--- config.mk ---
export PLATFORM = sky130hd
export DESIGN_NAME = lsu_flat
export DESIGN_NICKNAME = d
export VERILOG_FILES = /design/src/rtl/lsu_pkg.sv /design/src/rtl/lsu_if.sv /design/src/rtl/lsu_load_fmt.sv /design/src/rtl/lsu.sv /design/src/flat_wrapper.sv
export SDC_FILE = /design/constraint.sdc
export NUM_CORES = 1
export LEC_CHECK = 0
export ABC_CLOCK_PERIOD_IN_PS = 2500
export CAP_MARGIN = 20
export CORE_MARGIN = 4
export CORE_UTILIZATION = 43
export DETAILED_ROUTE_END_ITERATION = 6
export GPL_TIMING_DRIVEN = 1
export PLACE_DENSITY_LB_ADDON = 0.15
export SYNTH_ARGS = -nofsm -noshare
export SYNTH_HDL_FRONTEND = slang
export SYNTH_SLANG_ARGS = --single-unit
--- constraint.sdc ---
create_clock -name clk -period 2.5 [get_ports clk]
set_input_delay 0.625 -clock clk [delete_from_list [all_inputs] [get_ports clk]]
set_output_delay 0.625 -clock clk [all_outputs]
set_load 0.005 [all_outputs]
--- src/rtl/lsu_pkg.sv ---
// -----------------------------------------------------------------------------
// lsu_pkg: shared definitions for the load/store unit.
//   - memop_e    : RISC-V funct3 size codes for loads and stores
//   - state_e    : LSU control FSM state encoding
//   - TO_CNT_W   : width of the WAIT-state timeout counter
//   - memop_legal / memop_misaligned : request screening helpers
// -----------------------------------------------------------------------------
package lsu_pkg;

  localparam int unsigned TIMEOUT_DEFAULT = 255;
  // TIMEOUT must stay below 2**TO_CNT_W.
  localparam int unsigned TO_CNT_W = 16;

  typedef enum logic [2:0] {
    MEMOP_B  = 3'b000,
    MEMOP_H  = 3'b001,
    MEMOP_W  = 3'b010,
    MEMOP_BU = 3'b100,
    MEMOP_HU = 3'b101
  } memop_e;

  typedef enum logic [1:0] {
    ST_IDLE,
    ST_REQ,
    ST_WAIT,
    ST_RESP
  } state_e;

  // Unsigned variants only make sense for loads; 011/110/111 are never legal.
  function automatic logic memop_legal(input logic [2:0] memop, input logic wen);
    case (memop)
      MEMOP_B, MEMOP_H, MEMOP_W: return 1'b1;
      MEMOP_BU, MEMOP_HU:        return !wen;
      default:                   return 1'b0;
    endcase
  endfunction

  function automatic logic memop_misaligned(input logic [2:0] memop, input logic [1:0] byte_off);
    case (memop)
      MEMOP_H, MEMOP_HU: return byte_off[0];
      MEMOP_W:           return byte_off != 2'b00;
      default:           return 1'b0;
    endcase
  endfunction

endpackage

--- src/rtl/lsu_if.sv ---
// -----------------------------------------------------------------------------
// Bus interfaces of the load/store unit.
//   lsu_req_if : core <-> LSU request/response channel
//                master = core, slave = LSU
//   lsu_mem_if : LSU <-> memory word-aligned request/response channel
//                master = LSU, slave = memory
// -----------------------------------------------------------------------------
interface lsu_req_if;
  logic        req_valid;
  logic        req_ready;
  logic        req_wen;
  logic [31:0] req_addr;
  logic [2:0]  req_memop;
  logic [31:0] req_wdata;
  logic        resp_valid;
  logic        resp_ready;
  logic [31:0] resp_rdata;
  logic        resp_err;

  modport master (
    output req_valid, req_wen, req_addr, req_memop, req_wdata, resp_ready,
    input  req_ready, resp_valid, resp_rdata, resp_err
  );

  modport slave (
    input  req_valid, req_wen, req_addr, req_memop, req_wdata, resp_ready,
    output req_ready, resp_valid, resp_rdata, resp_err
  );
endinterface

interface lsu_mem_if;
  logic        mem_req_valid;
  logic        mem_req_ready;
  logic        mem_wen;
  logic [31:0] mem_addr;
  logic [31:0] mem_wdata;
  logic [3:0]  mem_wmask;
  logic        mem_rsp_valid;
  logic [31:0] mem_rsp_rdata;

  modport master (
    output mem_req_valid, mem_wen, mem_addr, mem_wdata, mem_wmask,
    input  mem_req_ready, mem_rsp_valid, mem_rsp_rdata
  );

  modport slave (
    input  mem_req_valid, mem_wen, mem_addr, mem_wdata, mem_wmask,
    output mem_req_ready, mem_rsp_valid, mem_rsp_rdata
  );
endinterface

--- src/rtl/lsu_load_fmt.sv ---
// -----------------------------------------------------------------------------
// lsu_load_fmt: combinational load-data formatter.
//   memop    in  3   funct3 size code of the load
//   byte_off in  2   byte offset of the access within the word
//   rdata    in  32  raw memory word
//   data     out 32  word shifted down to the access, sign/zero-extended
// -----------------------------------------------------------------------------
module lsu_load_fmt
  import lsu_pkg::*;
(
  input  logic [2:0]  memop,
  input  logic [1:0]  byte_off,
  input  logic [31:0] rdata,
  output logic [31:0] data
);

  logic [31:0] shifted;

  always_comb begin
    // NOTE: every output gets a default first so no path through the case
    // leaves it unassigned, which would infer a latch.
    data    = '0;
    shifted = rdata >> {byte_off, 3'b000};
    case (memop)
      MEMOP_B:  data = {{24{shifted[7]}},  shifted[7:0]};
      MEMOP_H:  data = {{16{shifted[15]}}, shifted[15:0]};
      MEMOP_W:  data = shifted;
      MEMOP_BU: data = {24'h0, shifted[7:0]};
      MEMOP_HU: data = {16'h0, shifted[15:0]};
      default:  data = '0;
    endcase
  end

endmodule

--- src/rtl/lsu.sv ---
// -----------------------------------------------------------------------------
// lsu: single-outstanding load/store unit between a core and a word memory.
//   clk   in   single clock, rising edge
//   rst   in   synchronous active-high reset
//   core  lsu_req_if.slave   request (valid/ready, wen, addr, memop, wdata)
//                            and response (valid/ready, rdata, err)
//   mem   lsu_mem_if.master  word-aligned request with byte mask, and a
//                            one-cycle response pulse per request
// Flow: IDLE -> REQ (memory handshake) -> WAIT (response or timeout) -> RESP.
// Illegal or misaligned requests skip memory and go straight to an error RESP.
// -----------------------------------------------------------------------------
module lsu
  import lsu_pkg::*;
#(
  parameter int unsigned TIMEOUT = TIMEOUT_DEFAULT
) (
  input  logic         clk,
  input  logic         rst,
  lsu_req_if.slave     core,
  lsu_mem_if.master    mem
);

  state_e              state_q, state_d;
  logic [TO_CNT_W-1:0] cnt_q,   cnt_d;
  logic                wen_q,   wen_d;
  logic [31:0]         addr_q,  addr_d;
  logic [2:0]          memop_q, memop_d;
  logic [31:0]         wdata_q, wdata_d;
  logic [31:0]         rdata_q, rdata_d;
  logic                err_q,   err_d;

  logic [31:0]         fmt_rdata;

  lsu_load_fmt u_load_fmt (
    .memop    (memop_q),
    .byte_off (addr_q[1:0]),
    .rdata    (mem.mem_rsp_rdata),
    .data     (fmt_rdata)
  );

  always_ff @(posedge clk) begin
    // NOTE: state registers use non-blocking assignments so every flop
    // samples the pre-edge values, independent of statement order.
    if (rst) begin
      state_q <= ST_IDLE;
      cnt_q   <= '0;
      wen_q   <= 1'b0;
      addr_q  <= '0;
      memop_q <= '0;
      wdata_q <= '0;
      rdata_q <= '0;
      err_q   <= 1'b0;
    end else begin
      state_q <= state_d;
      cnt_q   <= cnt_d;
      wen_q   <= wen_d;
      addr_q  <= addr_d;
      memop_q <= memop_d;
      wdata_q <= wdata_d;
      rdata_q <= rdata_d;
      err_q   <= err_d;
    end
  end

  always_comb begin
    state_d = state_q;
    cnt_d   = cnt_q;
    wen_d   = wen_q;
    addr_d  = addr_q;
    memop_d = memop_q;
    wdata_d = wdata_q;
    rdata_d = rdata_q;
    err_d   = err_q;

    case (state_q)
      ST_IDLE: begin
        if (core.req_valid) begin
          if (!memop_legal(core.req_memop, core.req_wen) ||
              memop_misaligned(core.req_memop, core.req_addr[1:0])) begin
            state_d = ST_RESP;
            rdata_d = '0;
            err_d   = 1'b1;
          end else begin
            state_d = ST_REQ;
            wen_d   = core.req_wen;
            addr_d  = core.req_addr;
            memop_d = core.req_memop;
            wdata_d = core.req_wdata;
          end
        end
      end

      ST_REQ: begin
        if (mem.mem_req_ready) begin
          state_d = ST_WAIT;
          cnt_d   = '0;
        end
      end

      ST_WAIT: begin
        // A response in the final cycle still wins over the timeout.
        if (mem.mem_rsp_valid) begin
          state_d = ST_RESP;
          rdata_d = wen_q ? 32'h0 : fmt_rdata;
          err_d   = 1'b0;
        end else begin
          cnt_d = cnt_q + 1'b1;
          if (cnt_d == TO_CNT_W'(TIMEOUT)) begin
            state_d = ST_RESP;
            rdata_d = '0;
            err_d   = 1'b1;
          end
        end
      end

      ST_RESP: begin
        if (core.resp_ready) state_d = ST_IDLE;
      end

      default: state_d = ST_IDLE;
    endcase
  end

  // Store lanes: the access size is memop[1:0] (00 byte, 01 half, 10 word);
  // narrow store data is replicated so every enabled lane sees the right bytes.
  logic [3:0]  wmask;
  logic [31:0] wdata_lanes;

  always_comb begin
    wmask       = '0;
    wdata_lanes = '0;
    if (wen_q) begin
      case (memop_q[1:0])
        2'b00: begin
          wmask       = 4'b0001 << addr_q[1:0];
          wdata_lanes = {4{wdata_q[7:0]}};
        end
        2'b01: begin
          wmask       = 4'b0011 << addr_q[1:0];
          wdata_lanes = {2{wdata_q[15:0]}};
        end
        default: begin
          wmask       = 4'b1111;
          wdata_lanes = wdata_q;
        end
      endcase
    end
  end

  assign core.req_ready  = (state_q == ST_IDLE);
  assign core.resp_valid = (state_q == ST_RESP);
  assign core.resp_rdata = rdata_q;
  assign core.resp_err   = err_q;

  // Driven purely from captured registers, so they hold steady across stalls.
  assign mem.mem_req_valid = (state_q == ST_REQ);
  assign mem.mem_wen       = wen_q;
  assign mem.mem_addr      = {addr_q[31:2], 2'b00};
  assign mem.mem_wdata     = wdata_lanes;
  assign mem.mem_wmask     = wmask;

endmodule

--- src/flat_wrapper.sv ---
// flat-port wrapper written by rule: the top's interface ports become plain ports
module lsu_flat import lsu_pkg::*;
#(
  parameter int unsigned TIMEOUT = TIMEOUT_DEFAULT
)
  (clk, rst, core_req_valid, core_req_wen, core_req_addr, core_req_memop, core_req_wdata, core_resp_ready, core_req_ready, core_resp_valid, core_resp_rdata, core_resp_err, mem_mem_req_valid, mem_mem_wen, mem_mem_addr, mem_mem_wdata, mem_mem_wmask, mem_mem_req_ready, mem_mem_rsp_valid, mem_mem_rsp_rdata);
  lsu_req_if core_i ();
  lsu_mem_if mem_i ();
  input  logic clk;
  input  logic rst;
  input wire logic [$bits(core_i.req_valid)-1:0] core_req_valid;
  input wire logic [$bits(core_i.req_wen)-1:0] core_req_wen;
  input wire logic [$bits(core_i.req_addr)-1:0] core_req_addr;
  input wire logic [$bits(core_i.req_memop)-1:0] core_req_memop;
  input wire logic [$bits(core_i.req_wdata)-1:0] core_req_wdata;
  input wire logic [$bits(core_i.resp_ready)-1:0] core_resp_ready;
  output wire logic [$bits(core_i.req_ready)-1:0] core_req_ready;
  output wire logic [$bits(core_i.resp_valid)-1:0] core_resp_valid;
  output wire logic [$bits(core_i.resp_rdata)-1:0] core_resp_rdata;
  output wire logic [$bits(core_i.resp_err)-1:0] core_resp_err;
  output wire logic [$bits(mem_i.mem_req_valid)-1:0] mem_mem_req_valid;
  output wire logic [$bits(mem_i.mem_wen)-1:0] mem_mem_wen;
  output wire logic [$bits(mem_i.mem_addr)-1:0] mem_mem_addr;
  output wire logic [$bits(mem_i.mem_wdata)-1:0] mem_mem_wdata;
  output wire logic [$bits(mem_i.mem_wmask)-1:0] mem_mem_wmask;
  input wire logic [$bits(mem_i.mem_req_ready)-1:0] mem_mem_req_ready;
  input wire logic [$bits(mem_i.mem_rsp_valid)-1:0] mem_mem_rsp_valid;
  input wire logic [$bits(mem_i.mem_rsp_rdata)-1:0] mem_mem_rsp_rdata;
  assign core_i.req_valid = core_req_valid;
  assign core_i.req_wen = core_req_wen;
  assign core_i.req_addr = core_req_addr;
  assign core_i.req_memop = core_req_memop;
  assign core_i.req_wdata = core_req_wdata;
  assign core_i.resp_ready = core_resp_ready;
  assign core_req_ready = core_i.req_ready;
  assign core_resp_valid = core_i.resp_valid;
  assign core_resp_rdata = core_i.resp_rdata;
  assign core_resp_err = core_i.resp_err;
  assign mem_mem_req_valid = mem_i.mem_req_valid;
  assign mem_mem_wen = mem_i.mem_wen;
  assign mem_mem_addr = mem_i.mem_addr;
  assign mem_mem_wdata = mem_i.mem_wdata;
  assign mem_mem_wmask = mem_i.mem_wmask;
  assign mem_i.mem_req_ready = mem_mem_req_ready;
  assign mem_i.mem_rsp_valid = mem_mem_rsp_valid;
  assign mem_i.mem_rsp_rdata = mem_mem_rsp_rdata;
  lsu #(.TIMEOUT(TIMEOUT)) u_core (.clk(clk), .rst(rst), .core(core_i), .mem(mem_i));
endmodule
Yosys cells after proc, flatten, opt, wreduce, memory -nomap -nowiden --
Cells that the tools add are included.
Storage, ports and cells: register bits after elaboration 119, input bits 106, output and inout port bits 105
Operators by class: add/sub/neg operators 1, eq/ne operators 19, shift operators 3, muxes and demuxes 32, bitwise gates (word level) 1, reduce and logical (&&, ||, !) cells 17
Operators by type and width (count):
- 32-bit two-way mux | 6
- 32-bit case mux with 5 select lines | 1
- 32-bit case mux with 2 select lines | 2
- 16-bit two-way mux | 2
- 16-bit case mux with 2 select lines | 1
- 32-bit by 5-bit right shift with 32-bit output | 1
- 16-bit by 1-bit adder with 16-bit output (second input constant) | 1
- 16-bit by 8-bit == test with 1-bit output (second input constant) | 1
- 3-bit == test (second input constant) | 4
- 2-bit two-way mux | 6
- 1-bit two-way mux | 8
- 2-bit case mux with 4 select lines | 1
- 4-bit case mux with 2 select lines | 1
- 4-bit AND reduction | 2
- 3-bit by 1-bit == test with 1-bit output (second input constant) | 2
- 3-bit by 2-bit == test with 1-bit output (second input constant) | 2
- 3-bit zero test | 2
- 2-bit inequality test (second input constant) | 3
- 1-bit case mux with 2 select lines | 3
- 3-bit AND reduction | 2
- 2-bit nonzero test | 3
- 2-bit by 1-bit == test with 1-bit output (second input constant) | 2
- 2-bit == test (second input constant) | 2
- 2-bit zero test | 2
- other kinds (10) | 13

Logic depth before layout (Yosys ltp) --
Gate-level depths: netlist of run 1.
depth after elaboration 10, gate-level depth with buffers 9, mapped depth without buffers 8

Hierarchy --
Synthesis of run 1 repeated with hierarchy kept, for this count alone.
Unflattened totals: cells, all modules 797, area total of the unflattened synthesis 6307.3 µm²
By module, submodules not included:
- lsu | instances 1, cells an instance 688, area an instance 5504.0 µm², seq. area each 2382.3 µm²
- lsu_load_fmt | instances 1, cells an instance 109, area an instance 803.3 µm², seq. area each 0.0 µm²

Worst setup path after synthesis of run 1 --
No wires, ideal clock.
kind input port to flip-flop, start point input port core_req_memop[2], end point register u_core.wdata_q[13], library setup time 71 ps, arrival 2126 ps, setup slack 303 ps, stages on the path 7, path through o41ai_1 -> nor2b_1 -> clkbuf_1 -> buf_2 -> buf_1 -> nand2_1 -> a21oi_1
On the way: longest elaborated chain between the ends 9, elaborated cells on any way between the ends 18, classes of those cells eq/ne (4); mux (6); bitwise (1); reduce/logical (7)
RTL lines:
- from (decl) | line flat_wrapper.sv:14 | input wire logic [$bits(core_i.req_memop)-1:0] core_req_memop;
- 3-bit by 1-bit == test with 1-bit output, or another cell as far along | line lsu_pkg.sv:31, lsu_pkg.sv:39
- 3-bit OR reduction / 2-bit OR reduction (equally long branches) | line lsu_pkg.sv:31 | case (memop)
- 1-bit case mux with 2 select lines | line lsu_pkg.sv:31
- 1-bit two-way mux | line lsu.sv:77 | if (core.req_valid) begin
- 1-bit two-way mux | line lsu.sv:75 | case (state_q)
- 1-bit zero test | line lsu.sv:78 | if (!memop_legal(core.req_memop, core.req_wen) ||
- 1-bit logical OR (*) | line lsu.sv:78
- 1-bit inverter (no line) (*)
- 3-bit AND reduction (no line) (*)
- to (signal assigned) | line lsu.sv:59 | wdata_q <= wdata_d;
- to (decl) | line lsu.sv:28 | logic [31:0] wdata_q, wdata_d;
Every way passes the cells marked *; elsewhere a longest branch is shown, timed or not. The select of a mux whose other input is x is not followed. A chain may end at the register's enable or synchronous reset.

Worst setup path after layout of run 1 --
start point register u_core.memop_q[0], end point output port mem_mem_wdata[28]
On the way: longest elaborated chain between the ends 3, elaborated cells on any way between the ends 4, classes of those cells eq/ne (1); mux (2); reduce/logical (1)
RTL lines:
- from (decl) | line lsu.sv:27 | logic [2:0] memop_q, memop_d;
- from (signal assigned) | line lsu.sv:58 | memop_q <= memop_d;
- 2-bit by 1-bit == test with 1-bit output / 2-bit zero test (equally long branches) | line lsu.sv:133 | case (memop_q[1:0])
- 32-bit case mux with 2 select lines (*) | line lsu.sv:133
- 32-bit two-way mux (*) | line lsu.sv:132 | if (wen_q) begin
- to (decl) | line flat_wrapper.sv:24 | output wire logic [$bits(mem_i.mem_wdata)-1:0] mem_mem_wdata;
Every way passes the cells marked *; elsewhere a longest branch is shown, timed or not.

==> impl_results.rst, run 1 <==
.. list-table::
   :header-rows: 1

   * - Metric
     - Value
   * - Number of flops mapped to enable cells by yosys
     - 0
   * - Wire length of the first global-routing pass
     - 29660 microns
   * - Clock network power share
     - 0.403
   * - Cell at the root of the clock tree
     - sky130_fd_sc_hd__clkbuf_16
   * - Vias after detailed routing
     - 6329
   * - Library cell with the largest summed area after synthesis
     - sky130_fd_sc_hd__dfxtp_1
   * - DIE AREA
     - 0.01683 sq mm
   * - Power density of the placed cells
     - 704.7 mW/mm^2
   * - Achievable Freq
     - 409.7 MHz
   * - Internal
     - 4.695 mW
   * - Dominant cells by area after synthesis
     - sky130_fd_sc_hd__dfxtp_1 37%, sky130_fd_sc_hd__nand2_1 11%, sky130_fd_sc_hd__a21oi_1 7.8%, sky130_fd_sc_hd__mux2i_1 6.6%, sky130_fd_sc_hd__o21ai_0 5.2%
   * - Lkg Pwr
     - 3.515 nW
   * - Highest net fanout along the worst path
     - 7
   * - Peak supply drop
     - 0.4673 mV
   * - Setup crit start kind
     - flip-flop
   * - Most used flip-flop cell after synthesis
     - sky130_fd_sc_hd__dfxtp_1
   * - Number of global-route vias before repair
     - 5821
   * - Final GP Congestion
     - 0.8572
   * - Post-layout minimum cycle time
     - 2441 ps
   * - Final hold slack
     - 450.3 ps
   * - Seq cells post-synth
     - 119
   * - Max-slew violation count
     - 0
   * - Worst reg-to-reg setup slack
     - 220 ps
   * - Detailed Routing Iterations Pass 1
     - 5
   * - Count of port buffers added during placement
     - 208
   * - Number of remaining DRC errors
     - 0
   * - Clock latency on the worst-skew pair
     - 420 ps
   * - Result of the run
     - finished, final reports clean
   * - Avg Synthesized Cell Area
     - 7.481 sq um
   * - Worst Path Class, Setup
     - reg -> out
   * - Effective utilization at floorplan
     - 0.4385
   * - Period utilisation layout
     - 0.9763
   * - Commonest cells in the synthesized netlist
     - 180 x sky130_fd_sc_hd__nand2_1, 119 x sky130_fd_sc_hd__dfxtp_1, 99 x sky130_fd_sc_hd__a21oi_1, 66 x sky130_fd_sc_hd__o21ai_0, 47 x sky130_fd_sc_hd__nor2_1
   * - Combinational fraction of design power
     - 0.273
   * - GR Overflow Total
     - 0
   * - DR vias/cell
     - 5.179
   * - Count of routing violations after the opening detailed-route iteration
     - 483
   * - Proportion of layout cells with a drive suffix above 1
     - 0.09923
   * - Register share of total power
     - 0.324
   * - Transition time of the tightest slew-check pin
     - 552.8 ps
   * - Placed standard-cell area
     - 0.008638 sq mm
   * - Synthesized area
     - 0.006374 sq mm
   * - Register area share after synthesis
     - 0.3738
   * - Antenna-violating nets left
     - 0
   * - Standard-cell row count
     - 44
   * - Number of clock buffers inserted by TritonCTS
     - 17
   * - Number of I/O pins
     - 211
   * - Number of antenna violations at the first check in global routing
     - 0
   * - Layout Cell Area excl Fill
     - 0.009412 sq mm
   * - Worst setup EP type
     - output pin
   * - H-Tree Level Count
     - 4
   * - CTS tree
     - yes
   * - Unrepaired setup endpoints after global routing
     - yes
   * - Synth-to-Final Area Change
     - 47.66%
   * - Switching fraction of total power
     - 0.2922
   * - Post-route worst setup slack
     - 59.37 ps
   * - Most frequently used cell type in the post-synthesis netlist
     - sky130_fd_sc_hd__nand2_1
   * - Data required time at the worst endpoint
     - 1880 ps
   * - Final count of negative-setup-slack endpoints
     - 0
   * - Overall power
     - 6.633 mW
   * - Clock slew at reported path FFs
     - 50 ps
   * - Post-synthesis cell type count
     - 54
   * - Final Skew
     - 10.64 ps
   * - Reported net switching power
     - 1.938 mW
   * - Endpoint arrival time on the critical path
     - 1820 ps
   * - Pin count of the biggest net entering global routing
     - 93
   * - Total Neg Setup Slack
     - 0 ps
   * - Detail Placement HPWL
     - 13360 microns
   * - Syn Inst Count
     - 852
   * - ANT cells
     - 0
   * - Worst slew margin relative to its limit
     - 0.6301
   * - Count of endpoints failing hold in the final timing report
     - 0
   * - Area of the core region
     - 0.01453 sq mm
   * - Layout net count
     - 1140
   * - Max-cap check violation count
     - 0
   * - Clk buf depth
     - 2
   * - Proportion of netlist area held by the largest area contributor
     - 0.3738
   * - HP Class
     - reg -> reg
   * - Die X-Extent
     - 129.7 microns
   * - Proportion of synthesized flip-flops having asynchronous set or reset
     - 0
   * - Wire length reported by the detailed router
     - 19460 microns
   * - Die outline height
     - 129.7 microns
   * - Yosys warnings
     - 0
   * - Avg WL per Cell
     - 15.93 microns
   * - Clock sink count
     - 119
   * - Post-place setup slack
     - -87.35 ps
   * - Gr usage total
     - 0.2207
[power by group through the flow]
stage                     Clock [mW]  Combinational, mW  Sequential, mW
after detailed placement           0               1.78            2.18
final                           2.67               1.81            2.15
after global placement             0               1.77            2.18
after global routing            2.81               1.98            2.17
after CTS                       2.71               1.81            2.15
after floorplan                    0               1.06            2.15
[placed cells by master, fill, tap and decap left out, drive strengths merged, types with 2 or more instances in the layout]
cell type	count
xnor2	4
nand4b	2
clkdlybuf4s50	189
nand2b	34
dlymetal6s2s	14
o21ai	68
mux2i	42
or2	4
o21a	4
clkbuf	21
nor2b	13
clkinv	4
ha	6
and2	18
a21boi	10
dlygate4sd2	4
nand2	180
inv	10
bufinv	5
a21oi	99
a21o	9
nand4	12
a211oi	5
nor3b	3
o211ai	9
a31oi	2
nor3	9
dfxtp	119
a2111oi	2
nand3	24
buf	45
or4	3
nor2	47
conb	2
[per-stage QoR]
step	cells	utilization
2_1_floorplan	853	-
3_3_place_gp	1191	0.5944
3_5_place_dp	1191	0.5944
4_1_cts	1222	0.6417
5_1_grt	1222	0.6476
6_report	1222	0.6476
[critical path, cell delays in order, from the launching register on]
cell	delay [ps]
sky130_fd_sc_hd__dfxtp_4	410
sky130_fd_sc_hd__buf_6	140
sky130_fd_sc_hd__mux2i_1	180
sky130_fd_sc_hd__o21ai_1	70
sky130_fd_sc_hd__and2_1	150
sky130_fd_sc_hd__clkdlybuf4s50_1	460
[cells by family after synthesis]
group	synth area share
buffers and inverters	0.08736
adders and majority gates	0.01178
AOI/OAI and AO/OA	0.1947
muxes	0.06773
xor gates and xnor gates	0.005496
and+or+nand+nor	0.2585
other	0.0005884
DFF	0.3738
[worst paths after layout]
path / from / to / depth (start not counted)
min reg2reg: u_core.addr_q[19] / u_core.addr_q[19] / 2
max reg2reg: u_core.cnt_q[5] / u_core.core.resp_rdata[15] / 8
max: u_core.memop_q[0] / mem_mem_wdata[28] / 5
min: u_core.addr_q[19] / u_core.addr_q[19] / 2
[flip-flops by register name, summed over array words and instances (netlist names)]
register / count
u_core.memop_q: 3
u_core.mem.mem_wen: 1
u_core.addr_q: 32
u_core.cnt_q: 16
u_core.wdata_q: 32
u_core.core.resp_rdata: 32
u_core.state_q: 2
u_core.core.resp_err: 1
[final cells by class]
| class | instances | area [sq um] |
|---|---|---|
| clock buffer | 21 | 460.4 |
| clock inverter | 8 | 172.7 |
| fill | 1268 | 5122 |
| inverter | 11 | 42.54 |
| multi-input combinational | 626 | 3501 |
| sequential | 119 | 2396 |
| tap | 184 | 230.2 |
| timing repair buffer | 253 | 2609 |
[routing by layer]
| metal | share of wire | vias up | global-route usage |
|---|---|---|---|
| met1 | 0.44 | 2893 | 0.2918 |
| met2 | 0.46 | 210 | 0.3473 |
| met5 | 0 | - | 0 |
| li1 | - | 3204 | - |
| met3 | 0.080 | 22 | 0.06549 |
| met4 | 0.015 | 0 | 0.07213 |
[repair_timing]
action / 4_1_cts / 5_1_grt
endpoints found under the hold margin: 0 / 0
pin swaps: 1 / 2
hold buffers: 0 / 0
setup endpoints to repair: 21 / 51
resized for setup: 16 / 33
buffers inserted: 1 / 0
cloned: 1 / 0
Power figures use the tool's default switching activity.
==> inputs of run 2 (changes only) <==
--- a/config.mk
+++ b/config.mk
@@ -5,7 +5,7 @@
 export SDC_FILE = /design/constraint.sdc
 export NUM_CORES = 1
 export LEC_CHECK = 0
-export ABC_CLOCK_PERIOD_IN_PS = 2500
+export ABC_CLOCK_PERIOD_IN_PS = 2350
 export CAP_MARGIN = 20
 export CORE_MARGIN = 4
 export CORE_UTILIZATION = 43
==> constraint.sdc (replaced) <==
create_clock -name clk -period 2.35 [get_ports clk]
set_input_delay 0.5875 -clock clk [delete_from_list [all_inputs] [get_ports clk]]
set_output_delay 0.5875 -clock clk [all_outputs]
set_load 0.005 [all_outputs]
==> run 2 against run 1 <==
Core utilization up 0.40 points; clock skew is 3.4 ps lower; critical path depth decreased by 1; setup slack gained 4.8 ps; clock power down 5%; total power increased by 2.5%; cell count increased by 1.2%; critical path type unchanged; highest routed layer unchanged.
==> impl_results.rst, run 2 (synthesized netlist as in run 1, its figures left out) <==
.. list-table::
   :header-rows: 1

   * - Metric
     - Value
   * - Result of the run
     - finished, final reports clean
   * - Lkg Pwr
     - 3.423 nW
   * - Worst setup EP type
     - output pin
   * - Number of buffers inserted by hold repair at cts
     - 0
   * - Fillers
     - 1266
   * - Layout net count
     - 1152
   * - Worst reg2reg startpoint
     - u_core.cnt_q[9]
   * - Most common cell after layout, fill and taps aside
     - sky130_fd_sc_hd__clkdlybuf4s50_1
   * - Proportion of layout cells with a drive suffix above 1
     - 0.1216
   * - Final Skew
     - 7.237 ps
   * - Clock slew at reported path FFs
     - 60 ps
   * - Largest delay contributor family on the critical path
     - buffers and inverters
   * - Post-layout utilization of the core
     - 0.6515
   * - Die outline height
     - 129.7 microns
   * - Critical-path cell list
     - buf_4 -> mux2i_1 -> nor2b_1 -> clkdlybuf4s50_1
   * - Start point of the worst hold path
     - u_core.addr_q[9]
   * - Overall power
     - 6.796 mW
   * - Highest net fanout along the worst path
     - 8
   * - Vias after detailed routing
     - 6426
   * - Data required time at the worst endpoint
     - 1760 ps
   * - Count of routing violations after the opening detailed-route iteration
     - 446
   * - Sink of the worst hold path
     - u_core.addr_q[9]
   * - Synth-to-Final Area Change
     - 48.57%
   * - Max-slew violation count
     - 0
   * - H-Tree Level Count
     - 4
   * - Met3 global-route usage
     - 0.05894
   * - Clock sink count
     - 119
   * - Count of port buffers added during placement
     - 208
   * - Setup crit start kind
     - flip-flop
   * - Number of clock buffers inserted by TritonCTS
     - 17
   * - Number of remaining DRC errors
     - 0
   * - Reg2reg end
     - u_core.core.resp_rdata[19]
   * - Final GP Congestion
     - 0.8342
   * - Met2 Track Usage GR
     - 0.3567
   * - Sequential cell area in the final layout
     - 0.002394 sq mm
   * - Post-layout minimum cycle time
     - 2286 ps
   * - Cell at the root of the clock tree
     - sky130_fd_sc_hd__clkbuf_16
   * - ANT cells
     - 0
   * - Endpoint arrival time on the critical path
     - 1700 ps
   * - Worst Path Class, Setup
     - reg -> out
   * - Period utilisation layout
     - 0.9727
   * - Area of the multi-input gates
     - 0.003533 sq mm
   * - Clk buf depth
     - 2
   * - Count of endpoints failing hold in the final timing report
     - 0
   * - Area of the core region
     - 0.01453 sq mm
   * - Cell count of the worst reg-to-reg path
     - 8
   * - Most crowded layer after global routing
     - met2
   * - Achievable Freq
     - 437.5 MHz
   * - Number of global-route vias before repair
     - 5989
   * - GR Overflow Total
     - 0
   * - Detail Placement HPWL
     - 13390 microns
   * - Effective utilization at floorplan
     - 0.4385
   * - Gr usage total
     - 0.2274
   * - Power density of the placed cells
     - 717.7 mW/mm^2
   * - Max-cap check violation count
     - 0
   * - Number of I/O pins
     - 211
   * - Worst slew margin relative to its limit
     - 0.6198
   * - DR vias/cell
     - 5.195
   * - Wire length of the first global-routing pass
     - 30660 microns
   * - Transition time of the tightest slew-check pin
     - 568.3 ps
   * - DIE AREA
     - 0.01683 sq mm
   * - Post-route worst setup slack
     - 64.20 ps
   * - Avg WL per Cell
     - 15.81 microns
   * - Peak supply drop
     - 0.4738 mV
   * - GRT met1 Usage
     - 0.3063
   * - Antenna-violating nets left
     - 0
   * - HP Class
     - reg -> reg
   * - Die X-Extent
     - 129.7 microns
   * - Standard-cell row count
     - 44
   * - Post-place setup slack
     - -215.6 ps
   * - Buffering stage count on the worst path with inverters included
     - 2
   * - Final count of negative-setup-slack endpoints
     - 0
   * - Detailed Routing Iterations Pass 1
     - 4
   * - Critical-path top delay cell
     - sky130_fd_sc_hd__clkdlybuf4s50_1
   * - CP peak stage delay
     - 510 ps
   * - Pin count of the biggest net entering global routing
     - 120
   * - Number of antenna violations at the first check in global routing
     - 0
   * - Worst reg-to-reg setup slack
     - 140 ps
   * - Wire length reported by the detailed router
     - 19560 microns
   * - Most used cells in the layout excluding fill and tap cells
     - 185 x sky130_fd_sc_hd__clkdlybuf4s50_1, 180 x sky130_fd_sc_hd__nand2_1, 114 x sky130_fd_sc_hd__dfxtp_1
   * - Clock latency on the worst-skew pair
     - 420 ps
   * - Worst hold path cell count
     - 2
   * - CTS tree
     - yes
[run 2: changes by cell type in the layout (fill, tap and decap cells not counted), moves of 3 or more]
cell and delta:
sky130_fd_sc_hd__mux2i_2 +4, sky130_fd_sc_hd__mux2i_1 -4, sky130_fd_sc_hd__clkinvlp_4 +3, sky130_fd_sc_hd__buf_2 +5, sky130_fd_sc_hd__dlymetal6s2s_1 -11, sky130_fd_sc_hd__bufinv_16 -4, sky130_fd_sc_hd__dlygate4sd2_1 +6, sky130_fd_sc_hd__buf_4 +9
sky130_fd_sc_hd__clkinv_4 +3, sky130_fd_sc_hd__clkdlybuf4s50_1 -4
[run 2: what timing repair did]
| item | 4_1_cts | 5_1_grt |
|---|---|---|
| pin swaps | 1 | 3 |
| buffers inserted | 0 | 2 |
| gates resized for setup | 51 | 31 |
| endpoints found under the setup margin | 27 | 49 |
| gates cloned | 2 | 1 |
[run 2: through the flow]
stage          cell area [sq um]  TNS [ps]  hold slack [ps]  std cells
2_1_floorplan               6377         0            436.0        853
3_3_place_gp                8706    -15730            441.1       1200
3_5_place_dp                8706    -14290            445.7       1200
4_1_cts                     9340   -0.3327            453.7       1234
5_1_grt                     9469    -99.33            470.3       1237
6_report                    9469         0            451.3       1237
[run 2: worst reg2reg max path, cell delays in order, from the launching register on]
cell	delay, ps
sky130_fd_sc_hd__dfxtp_1	430
sky130_fd_sc_hd__nand4_1	260
sky130_fd_sc_hd__nor3_4	270
sky130_fd_sc_hd__mux2i_2	310
sky130_fd_sc_hd__nand4_1	190
sky130_fd_sc_hd__o21ai_4	250
sky130_fd_sc_hd__buf_12	220
sky130_fd_sc_hd__o211ai_1	120
sky130_fd_sc_hd__o21ai_0	90
[run 2: worst max path at each step]
stage | start | endpoint | slack [ps] | depth (start not counted)
4_1_cts | u_core.memop_q[1] | mem_mem_wdata[23] | -0.3 | 4
3_3_place_gp | core_req_memop[2] | u_core.core.resp_rdata[18] | -210 | 8
3_5_place_dp | core_req_memop[2] | u_core.core.resp_rdata[7] | -220 | 8
5_1_grt | u_core.cnt_q[9] | u_core.core.resp_rdata[19] | -30 | 8
2_1_floorplan | u_core.cnt_q[0] | u_core.core.resp_rdata[21] | 160 | 8
6_report | u_core.memop_q[1] | mem_mem_wdata[16] | 60 | 4
[run 2: cell type report]
| cell class | instances | share of cell area |
|---|---|---|
| Clock buffer | 20 | 0.04823 |
| Clock inverter | 12 | 0.01255 |
| Inverter | 11 | 0.004360 |
| Multi-Input combinational cell | 626 | 0.3732 |
| Sequential cell | 119 | 0.2528 |
| Tap cell | 184 | 0.02431 |
| Timing Repair Buffer | 265 | 0.2846 |
[run 2: layer usage]
metal  wire length, microns  vias to the layer above
li1                       -                     3232
met1                   8884                     2975
met2                   8904                      197
met3                   1440                       22
met4                    333                        0
met5                      0                        -
[run 2: power breakdown]
part	total (mW)	internal, mW	switching, mW	leakage (nW)
logic	1.99	0.958	1.03	2.18
clock network	2.53	1.52	1.01	0.273
registers	2.28	2.16	0.117	0.966
total	6.80	4.64	2.15	3.42
